## src/rtl/serial_adder_pkg.sv

```systemverilog
// Shared mode encodings and FSM state type for the bit-serial add/sub/accumulate unit.
package serial_adder_pkg;

   localparam logic [1:0] MODE_ADD = 2'b00;
   localparam logic [1:0] MODE_SUB = 2'b01;
   localparam logic [1:0] MODE_ACC = 2'b10;
   localparam logic [1:0] MODE_RSV = 2'b11;

   typedef enum logic [1:0] {
      IDLE = 2'b00,
      RUN  = 2'b01,
      DONE = 2'b10
   } state_t;

endpackage

```

## src/rtl/full_adder_d.sv

```systemverilog
// Combinational full adder built from two half adders and an OR of their carries.
module full_adder_d (
   input  logic a,
   input  logic b,
   input  logic cin,
   output logic sum,
   output logic cout
);

   logic w_s0;
   logic w_c0;
   logic w_c1;

   half_adder_d u_ha0 (
      .a     (a),
      .b     (b),
      .sum   (w_s0),
      .carry (w_c0)
   );

   half_adder_d u_ha1 (
      .a     (w_s0),
      .b     (cin),
      .sum   (sum),
      .carry (w_c1)
   );

   assign cout = w_c0 | w_c1;

endmodule

```

## src/rtl/half_adder_d.sv

```systemverilog
// Single-bit half adder; building block of full_adder_d.
module half_adder_d (
   input  logic a,
   input  logic b,
   output logic sum,
   output logic carry
);

   assign sum   = a ^ b;
   assign carry = a & b;

endmodule

```

## src/rtl/serial_adder_acc.sv

```systemverilog
// Bit-serial ADD/SUB/ACC unit: LSB-first through one full adder, valid/ready on both sides.
module serial_adder_acc
   import serial_adder_pkg::*;
#(
   parameter int unsigned WIDTH = 8
) (
   input  logic             clk,
   input  logic             rst_n,
   input  logic             in_valid,
   output logic             in_ready,
   input  logic [WIDTH-1:0] op_a,
   input  logic [WIDTH-1:0] op_b,
   input  logic [1:0]       mode,
   input  logic             acc_clear,
   output logic             out_valid,
   input  logic             out_ready,
   output logic [WIDTH-1:0] result,
   output logic             carry_out,
   output logic             overflow
);

   localparam int unsigned CNT_W = $clog2(WIDTH);

   state_t             r_state;
   state_t             w_next_state;
   logic               w_accept;
   logic               w_last;

   logic [WIDTH-1:0]   r_a;
   logic [WIDTH-1:0]   r_b;
   logic [WIDTH-1:0]   r_shift;
   logic [WIDTH-1:0]   r_result;
   logic [WIDTH-1:0]   r_acc;
   logic [CNT_W-1:0]   r_cnt;
   logic               r_carry;
   logic               r_cout;
   logic               r_ovf;
   logic               r_is_acc;

   logic               w_sum;
   logic               w_cout;
   logic [WIDTH-1:0]   w_shift_next;

   full_adder_d u_fa (
      .a    (r_a[0]),
      .b    (r_b[0]),
      .cin  (r_carry),
      .sum  (w_sum),
      .cout (w_cout)
   );

   assign w_shift_next = {w_sum, r_shift[WIDTH-1:1]};

   always_ff @(posedge clk or negedge rst_n) begin
      if (!rst_n) begin
         r_state <= IDLE;
      end else begin
         r_state <= w_next_state;
      end
   end

   always_comb begin
      w_next_state = r_state;
      w_accept     = 1'b0;
      w_last       = 1'b0;
      in_ready     = 1'b0;
      out_valid    = 1'b0;
      case (r_state)
         IDLE: begin
            in_ready = 1'b1;
            if (in_valid) begin
               w_accept     = 1'b1;
               w_next_state = RUN;
            end
         end
         RUN: begin
            if (r_cnt == CNT_W'(WIDTH - 1)) begin
               w_last       = 1'b1;
               w_next_state = DONE;
            end
         end
         DONE: begin
            out_valid = 1'b1;
            if (out_ready) begin
               w_next_state = IDLE;
            end
         end
         default: w_next_state = IDLE;
      endcase
   end

   // Operand latch at launch, then one bit per RUN cycle; results captured on the last bit.
   always_ff @(posedge clk or negedge rst_n) begin
      if (!rst_n) begin
         r_a      <= '0;
         r_b      <= '0;
         r_shift  <= '0;
         r_result <= '0;
         r_cnt    <= '0;
         r_carry  <= 1'b0;
         r_cout   <= 1'b0;
         r_ovf    <= 1'b0;
         r_is_acc <= 1'b0;
      end else if (w_accept) begin
         r_a      <= op_a;
         case (mode)
            MODE_SUB: r_b <= ~op_b;
            MODE_ACC: r_b <= r_acc;
            default:  r_b <= op_b;
         endcase
         r_carry  <= (mode == MODE_SUB);
         r_is_acc <= (mode == MODE_ACC);
         r_cnt    <= '0;
      end else if (r_state == RUN) begin
         r_a     <= r_a >> 1;
         r_b     <= r_b >> 1;
         r_shift <= w_shift_next;
         r_carry <= w_cout;
         r_cnt   <= r_cnt + CNT_W'(1);
         if (w_last) begin
            r_result <= w_shift_next;
            r_cout   <= w_cout;
            r_ovf    <= r_carry ^ w_cout;
         end
      end
   end

   // Clear has priority over an accumulate write-back landing on the same edge.
   always_ff @(posedge clk or negedge rst_n) begin
      if (!rst_n) begin
         r_acc <= '0;
      end else if (acc_clear) begin
         r_acc <= '0;
      end else if (w_last && r_is_acc) begin
         r_acc <= w_shift_next;
      end
   end

   assign result    = r_result;
   assign carry_out = r_cout;
   assign overflow  = r_ovf;

endmodule
```

## config.mk

```make
export PLATFORM = sky130hd
export DESIGN_NAME = serial_adder_acc
export DESIGN_NICKNAME = d
export VERILOG_FILES = /design/src/rtl/serial_adder_pkg.sv /design/src/rtl/full_adder_d.sv /design/src/rtl/half_adder_d.sv /design/src/rtl/serial_adder_acc.sv
export SDC_FILE = /design/constraint.sdc
export NUM_CORES = 1
export LEC_CHECK = 0
export CORE_ASPECT_RATIO = 0.8
export CORE_MARGIN = 10
export CORE_UTILIZATION = 57
export DETAILED_ROUTE_END_ITERATION = 6
export GPL_TIMING_DRIVEN = 0
export PLACE_DENSITY = 0.91
export SYNTH_ARGS = -nofsm -noshare
export SYNTH_HDL_FRONTEND = slang
export SYNTH_SLANG_ARGS = --single-unit
export TNS_END_PERCENT = 50
```

## constraint.sdc

```tcl
create_clock -name clk -period 2.9 [get_ports clk]
set_clock_uncertainty 0.05 [all_clocks]
set_input_delay 0.87 -clock clk [delete_from_list [all_inputs] [get_ports clk]]
set_output_delay 0.87 -clock clk [all_outputs]
set_load 0.03 [all_outputs]
```

# Word level (Yosys, flattened, before mapping)
# Cells that the tools add are included.
# totals
in_bits	23
reg_bits	49
output_inout_bits	12
# op_classes
reduce_logical	7
add_sub_neg	1
mux	21
bitwise_logic	8
eq_ne	8
# ops
operator	count
two-way mux 8 bit	6
one-hot mux 8 bit (2 select lines)	1
two-way mux 1 bit	8
NOT 8 bit	1
two-way mux 2 bit	3
two-way mux 3 bit	2
!= test 2 bit (second input constant)	3
one-hot mux 2 bit (3 select lines)	1
AND reduction 3 bit	2
== test 2 x 1 -> 1 bit (second input constant)	2
== test 2 bit (second input constant)	2
nonzero test 2 bit	2
adder 3 x 1 -> 3 bit (second input constant)	1
== test 3 bit (second input constant)	1
bitwise XOR 1 bit	3
bitwise AND 1 bit	2
zero test 2 bit	1
AND reduction 2 bit	1
logical AND 1 bit	1
NOT 1 bit	1
OR 1 bit	1

# Logic depth before layout (Yosys ltp)
# Gate-level depths: netlist of the first run.
# depth
depth_word	6
ltp_mapped	6
depth_no_buf	5

# By module
# A second synthesis of the first run with hierarchy kept.
# hier_totals
cells_unflattened	220
area_unflattened_um2	2223.4
# by_module_without_submodules
mod	n_inst	area_per_inst_um2	cells_each	seq_area_each_um2
serial_adder_acc	1	2192.1	217	1201.2
half_adder_d	2	12.5	1	0.0
full_adder_d	1	6.3	1	0.0

# Worst setup path before layout of the first run
# No wires, ideal clock.
# synth_path
kind	input to register
start	in mode[0]
end	reg r_b[7]
arrival_time_ps	1932
setup_slack_ps	797
setup_time_ps	121
cell_stages	6
n_path_buf	2
path_cell_list	inv_1 > ha_1 > clkbuf_1 > clkbuf_1 > a21oi_1 > a22o_1
# synth_between
elab_chain_len	3
word_cells_on_any_way	4
cone_classes	2 x eq/ne; 2 x mux
# synth_lines
element	line_no	text
start: declaration	serial_adder_acc.sv:13	input logic [1:0] mode,
== test 2 bit / == test 2 x 1 -> 1 bit (equally long branches)	serial_adder_acc.sv:106	case (mode)
one-hot mux 8 bit (2 select lines) *	serial_adder_acc.sv:106	
two-way mux 8 bit *	serial_adder_acc.sv:104	end else if (w_accept) begin
end signal: assignment	serial_adder_acc.sv:107	MODE_SUB: r_b <= ~op_b;
end signal: assignment	serial_adder_acc.sv:108	MODE_ACC: r_b <= r_acc;
end signal: assignment	serial_adder_acc.sv:109	default: r_b <= op_b;
end: declaration	serial_adder_acc.sv:30	logic [WIDTH-1:0] r_b;
# Every way passes the cells marked *; elsewhere a longest branch is shown, timed or not.
# A chain may end at the register's enable or synchronous reset.

# Final worst setup path of the first run
# layout_path
start	reg r_state[1]
end	out out_valid
# layout_between
elab_chain_len	2
# layout_lines
element	line_no	text
start: declaration	serial_adder_acc.sv:24	state_t r_state;
start signal: assignment	serial_adder_acc.sv:58	r_state <= w_next_state;
== test 2 bit	serial_adder_acc.sv:68	case (r_state)
two-way mux 1 bit	serial_adder_acc.sv:68	
end: declaration	serial_adder_acc.sv:15	output logic out_valid,
# Every way passes these cells.

==> impl_metrics.json, run 1 <==
{
  "yosys.area.top_type_share": 0.542,
  "maxCapViolCount": 0,
  "h-tree-depth": 2,
  "grt_pass1_wl_mm": 8.34,
  "root_buffer": "clkbuf_8",
  "track_usage": 0.160,
  "cts_made_buffers": 5,
  "multi_input_area_um2": 891,
  "num_antenna_cells": 0,
  "min_period_ps": 2770,
  "finalMaxSlewViolations": 0,
  "fp-row-count": 20,
  "worstSetupPathType": "flop to primary output",
  "rsz0062_at_grt": "false",
  "period_share": 0.954,
  "met1_usage": 0.198,
  "arrival_ps": 1850,
  "max_slew_margin": 0.591,
  "cts_tree": "yes",
  "startpoint_type": "flop",
  "wl_mm": 4.98,
  "synth_seq_cells": 48,
  "fin_hold_ws_ps": 394,
  "seq_area_frac_synth": 0.542,
  "peakVddDrop_v": 0.000601,
  "clock_latency_ps": 320,
  "setup_viol": 0,
  "crit_path_max_fanout": 10,
  "ant_nets": 0,
  "nNetsFinal": 289,
  "dp.cells": 307,
  "vias": 1745,
  "clkTransAtPathRegs_ps": 90,
  "worstHoldPathType": "input port to asynchronous set/reset pin",
  "dp_hpwl_mm": 3.61,
  "avgSynthCellArea_um2": 10.2,
  "dr.first_iter.drc_count": 119,
  "postSynthCellCount": 218,
  "use_met3": 0.0513,
  "gp_congestion": 0.833,
  "portBuffers": 33,
  "top_usage_layer": "met2",
  "hold_viol": 0,
  "layout.cells.non_filler": 315,
  "synth_area_um2": 2210,
  "drive_gt1_frac": 0.108,
  "syn_to_final_growth_pct": 24.0,
  "ioPinCount": 35,
  "yosysWarningCount": 0,
  "die_y_um": 75.8,
  "die-area_um2": 6790,
  "endpoint_kind": "primary output",
  "overflow": 0,
  "met2_usage": 0.256,
  "run_status": "finished, final reports clean",
  "p_leak_uw": 0.00127,
  "critPathRequiredTime_ps": 1980,
  "drt-pass1-iter-count": 4,
  "synthTopCellsByArea": "dfrtp_1, nand2_1, mux2_2",
  "seq_area_um2": 1200,
  "viasPerCell": 5.54,
  "synth_cell_types": 29,
  "grt_max_degree": 36,
  "n_fill_cell": 274,
  "fin_setup_tns_ps": 0,
  "syn_nets": 248,
  "cts_setup_buffers": 0,
  "die_w_um": 89.7,
  "fmax_ghz": 0.362,
  "clkSinkCount": 48,
  "power.density_nw_per_um2": 942,
  "grt_pass1_vias": 1701,
  "clk_path_buf_depth": 2,
  "synth_top_area_cell": "dfrtp_1",
  "routedWlPerCell_um": 15.8,
  "rr_worst_depth": 5,
  "core-area_um2": 3780,
  "drc": 0,
  "antenna_found_initial": 0,
  "tightest_slew_ps": 612,
  "initial_core_util": 0.586
}
state kept, by name (all words and copies together) (netlist names):
name and count:
carry_out 1, r_carry 1, r_a 8, r_state 2, r_is_acc 1, overflow 1, r_acc 8, r_b 8
r_cnt 3, result 8, r_shift 7
placed cells by master, fill, tap and decap left out, drive strengths merged, types with 2 or more instances in the layout:
cell            n
a21o            7
a21oi          10
a221oi          7
a22oi          14
buf            10
clkbuf         12
clkdlybuf4s50  32
dfrtp          48
ha              6
inv            13
mux2           10
nand2          51
nand2b          2
nand3           3
nor2b           2
o21ai          20
path summary, 6_finish.rpt:
path | from | end | slack (ps)
worst max register to register | r_cnt[0] | carry_out | 1110
worst min-delay path | rst_n | r_a[2] | 390
worst min register to register | r_a[3] | r_a[3] | 440
min in group clk | r_a[3] | r_a[3] | 440
max in group asynchronous | rst_n | r_acc[4] | 1910
worst max-delay path | r_state[1] | out_valid | 130
cell usage after synthesis:
cell type and instances:
nand2b_1 2, buf_1 1, nand4b_1 1, buf_2 5, o21ai_1 5, nand2_1 51, a22oi_1 14, a221o_1 1
mux2_2 10, a22o_1 1, a221oi_1 7, nor2b_1 2, buf_6 2, or3b_1 1, dfrtp_1 48, and3b_1 1
fa_1 1, inv_1 12, nor2_1 1, nand3_1 3, a21o_1 7, o21ai_0 15, xnor2_1 1, clkbuf_1 7
ha_1 6, o21bai_1 1, a21oi_1 10, nand3b_1 1, and4b_1 1
worst max-delay path: stages, from the launching register on:
cell and delay (ps):
dfrtp_1 470, clkbuf_2 240, nand2b_1 90, inv_1 60, clkdlybuf4s50_1 660
area by class of cell:
class | instances | area share
repair buffers | 34 | 0.126
multi-input cells | 143 | 0.325
inverters | 12 | 0.0164
clock inverters | 3 | 0.0169
flip-flops and latches | 48 | 0.438
well taps | 55 | 0.0251
clock buffers | 5 | 0.0251
plain buffers | 15 | 0.0287
cells by family after synthesis:
logic type	synth area share
buffers and inverters	0.0554
AOI/OAI and AO/OA	0.179
and+or+nand+nor	0.126
adders and majority gates	0.0429
muxes	0.0508
xor gates and xnor gates	0.00396
DFF	0.542
where the power goes:
group          internal (uW)  total [uW]  switching (uW)
clock network            260         501             241
registers                908        1070             158
logic                    443        1020             576
total                   1610        2590             974
timing repair:
item	CTS	global route
hold buffers	0	0
gates resized for setup	1	0
hold endpoints to repair	0	0
setup endpoints to repair	1	0
per-stage QoR:
step	setup WS, ps	area, um2	power, uW	util
floorplan	797	2210	1720	-
global placement	-380	2610	2050	0.692
detailed placement	5.08	2630	2090	0.696
CTS	125	2750	2590	0.726
global route	54.2	2750	2760	0.726
finish	134	2750	2590	0.726
layer usage:
metal | vias to the layer above | routed length (um) | share of wire
met2 | 49 | 2370 | 0.48
met3 | 5 | 369 | 0.074
met4 | 0 | 57 | 0.011
met1 | 857 | 2180 | 0.44
met5 | - | 0 | 0
li1 | 834 | - | -
Power figures use the tool's default switching activity.
==> inputs of run 2 (changes only) <==
Settings changed: CORE_ASPECT_RATIO 0.8 to unset.
==> impl_metrics.json, run 2 (same netlist as run 1, synthesis figures left out) <==
{
  "top_usage_layer": "met2",
  "gp_congestion": 0.778,
  "power.density_nw_per_um2": 924,
  "rsz0062_at_grt": "false",
  "fin_util": 0.731,
  "routedWlPerCell_um": 15.9,
  "vias": 1736,
  "final_cell_mix": "nand2_1, dfrtp_1, clkdlybuf4s50_1, o21ai_0, a22oi_1",
  "drc": 0,
  "viasPerCell": 5.64,
  "syn_to_final_growth_pct": 22.7,
  "peakVddDrop_v": 0.000719,
  "grt_pass1_vias": 1801,
  "dp_hpwl_mm": 3.56,
  "cp_cell_sequence": "clkbuf_2 > nand2b_1 > inv_1 > clkdlybuf4s50_1",
  "cts_made_buffers": 5,
  "root_buffer": "clkbuf_8",
  "clkSinkCount": 48,
  "die_w_um": 82.3,
  "pwr-share-comb": 0.405,
  "p_leak_uw": 0.00127,
  "cts_setup_buffers": 0,
  "clkTransAtPathRegs_ps": 90,
  "drt-pass1-iter-count": 4,
  "ioPinCount": 35,
  "worst-path-buf-inv": 3,
  "ant_nets": 0,
  "seq_power_share": 0.425,
  "dr.first_iter.drc_count": 159,
  "fmax_ghz": 0.366,
  "cts_hold_buffers": 0,
  "met2_usage": 0.250,
  "max_slew_margin": 0.610,
  "power.internal_uw": 1530,
  "drive_gt1_frac": 0.108,
  "die_y_um": 82.3,
  "antenna_found_initial": 0,
  "setup_viol": 0,
  "initial_core_util": 0.596,
  "arrival_ps": 1820,
  "met1_usage": 0.192,
  "grt_pass1_wl_mm": 8.34,
  "p_sw_uw": 982,
  "crit_path_max_fanout": 10,
  "endpoint_kind": "primary output",
  "overflow": 0,
  "run_status": "finished, final reports clean",
  "grt_max_degree": 38,
  "worst_path_dominant_cell_family": "buffers and inverters",
  "layout.cells.non_filler": 308,
  "finalMaxSlewViolations": 0,
  "clkPwrFrac": 0.170,
  "fp-row-count": 22,
  "period_share": 0.943,
  "worstHoldPathType": "input port to asynchronous set/reset pin",
  "die-area_um2": 6780,
  "h-tree-depth": 2,
  "crit_slowest_cell": "clkdlybuf4s50_1",
  "maxCapViolCount": 0,
  "use_met3": 0.0605,
  "num_antenna_cells": 0,
  "core-area_um2": 3720,
  "clk_path_buf_depth": 2,
  "cts_tree": "yes",
  "hold_viol": 0,
  "portBuffers": 33,
  "worstSetupPathType": "flop to primary output",
  "dp.cells": 300,
  "min_period_ps": 2740,
  "critPathRequiredTime_ps": 1980,
  "tightest_slew_ps": 583,
  "crit_path_max_incr_delay_ps": 660,
  "startpoint_type": "flop",
  "track_usage": 0.160,
  "swShare": 0.391,
  "wl_mm": 4.89,
  "clock_latency_ps": 320,
  "final_common_cell": "nand2_1",
  "nNetsFinal": 289
}
-- run 2: metrics by stage --
step                      instance area (um2)  hold WS [ps]  power, uW  TNS [ps]  worst slack, ps
after floorplan                          2210           400       1720         0              797
after global placement                   2610           417       2050    -17630             -370
after detailed placement                 2620           422       2090         0             7.73
after CTS                                2720           381       2520         0             18.1
after global routing                     2720           385       2680         0             70.1
final                                    2720           376       2510         0              164
-- run 2: power groups by stage --
stage                     Sequential, uW  Combinational (uW)  Clock [uW]
after global placement              1070                 983           0
final                               1070                1020         426
after global routing                1100                1130         454
after detailed placement            1080                1010           0
after CTS                           1070                1030         430
after floorplan                     1170                 553           0
-- run 2: layout make-up --
cell class / instances / area (um2)
buffer: 15 / 78.8
clock buffer: 5 / 68.8
clock inverter: 3 / 26.3
fill: 264 / 1000
inverter: 12 / 45.0
multi-input combinational: 143 / 891
sequential: 48 / 1200
tap: 48 / 60.1
timing repair buffer: 34 / 345
-- run 2: timing repair --
item,CTS,global route
gates resized for setup,0,2
endpoints found under the hold margin,0,0
endpoints found under the setup margin,0,1
-- run 2: worst paths after layout --
| kind | startpoint | end | slack, ps | depth (start not counted) |
|---|---|---|---|---|
| max | r_state[1] | out_valid | 160 | 4 |
| min | rst_n | r_b[1] | 380 | 1 |
| max in group asynchronous | rst_n | r_carry | 1950 | 2 |
| max reg2reg | r_cnt[0] | result[6] | 1110 | 5 |
| min reg2reg | r_a[1] | r_a[1] | 440 | 2 |
| min in group clk | r_a[1] | r_a[1] | 440 | 2 |
-- run 2: metal layers --
| layer | routed length [um] | part of all wire |
|---|---|---|
| met2 | 2390 | 0.49 |
| met4 | 91 | 0.019 |
| met5 | 0 | 0 |
| met1 | 2090 | 0.43 |
| met3 | 326 | 0.067 |
==> inputs of run 3 (changes only) <==
Settings changed: SLEW_MARGIN set to 10.
==> results of run 3 <==
No change in the layout: final DEF, timing and power equal those of run 2.
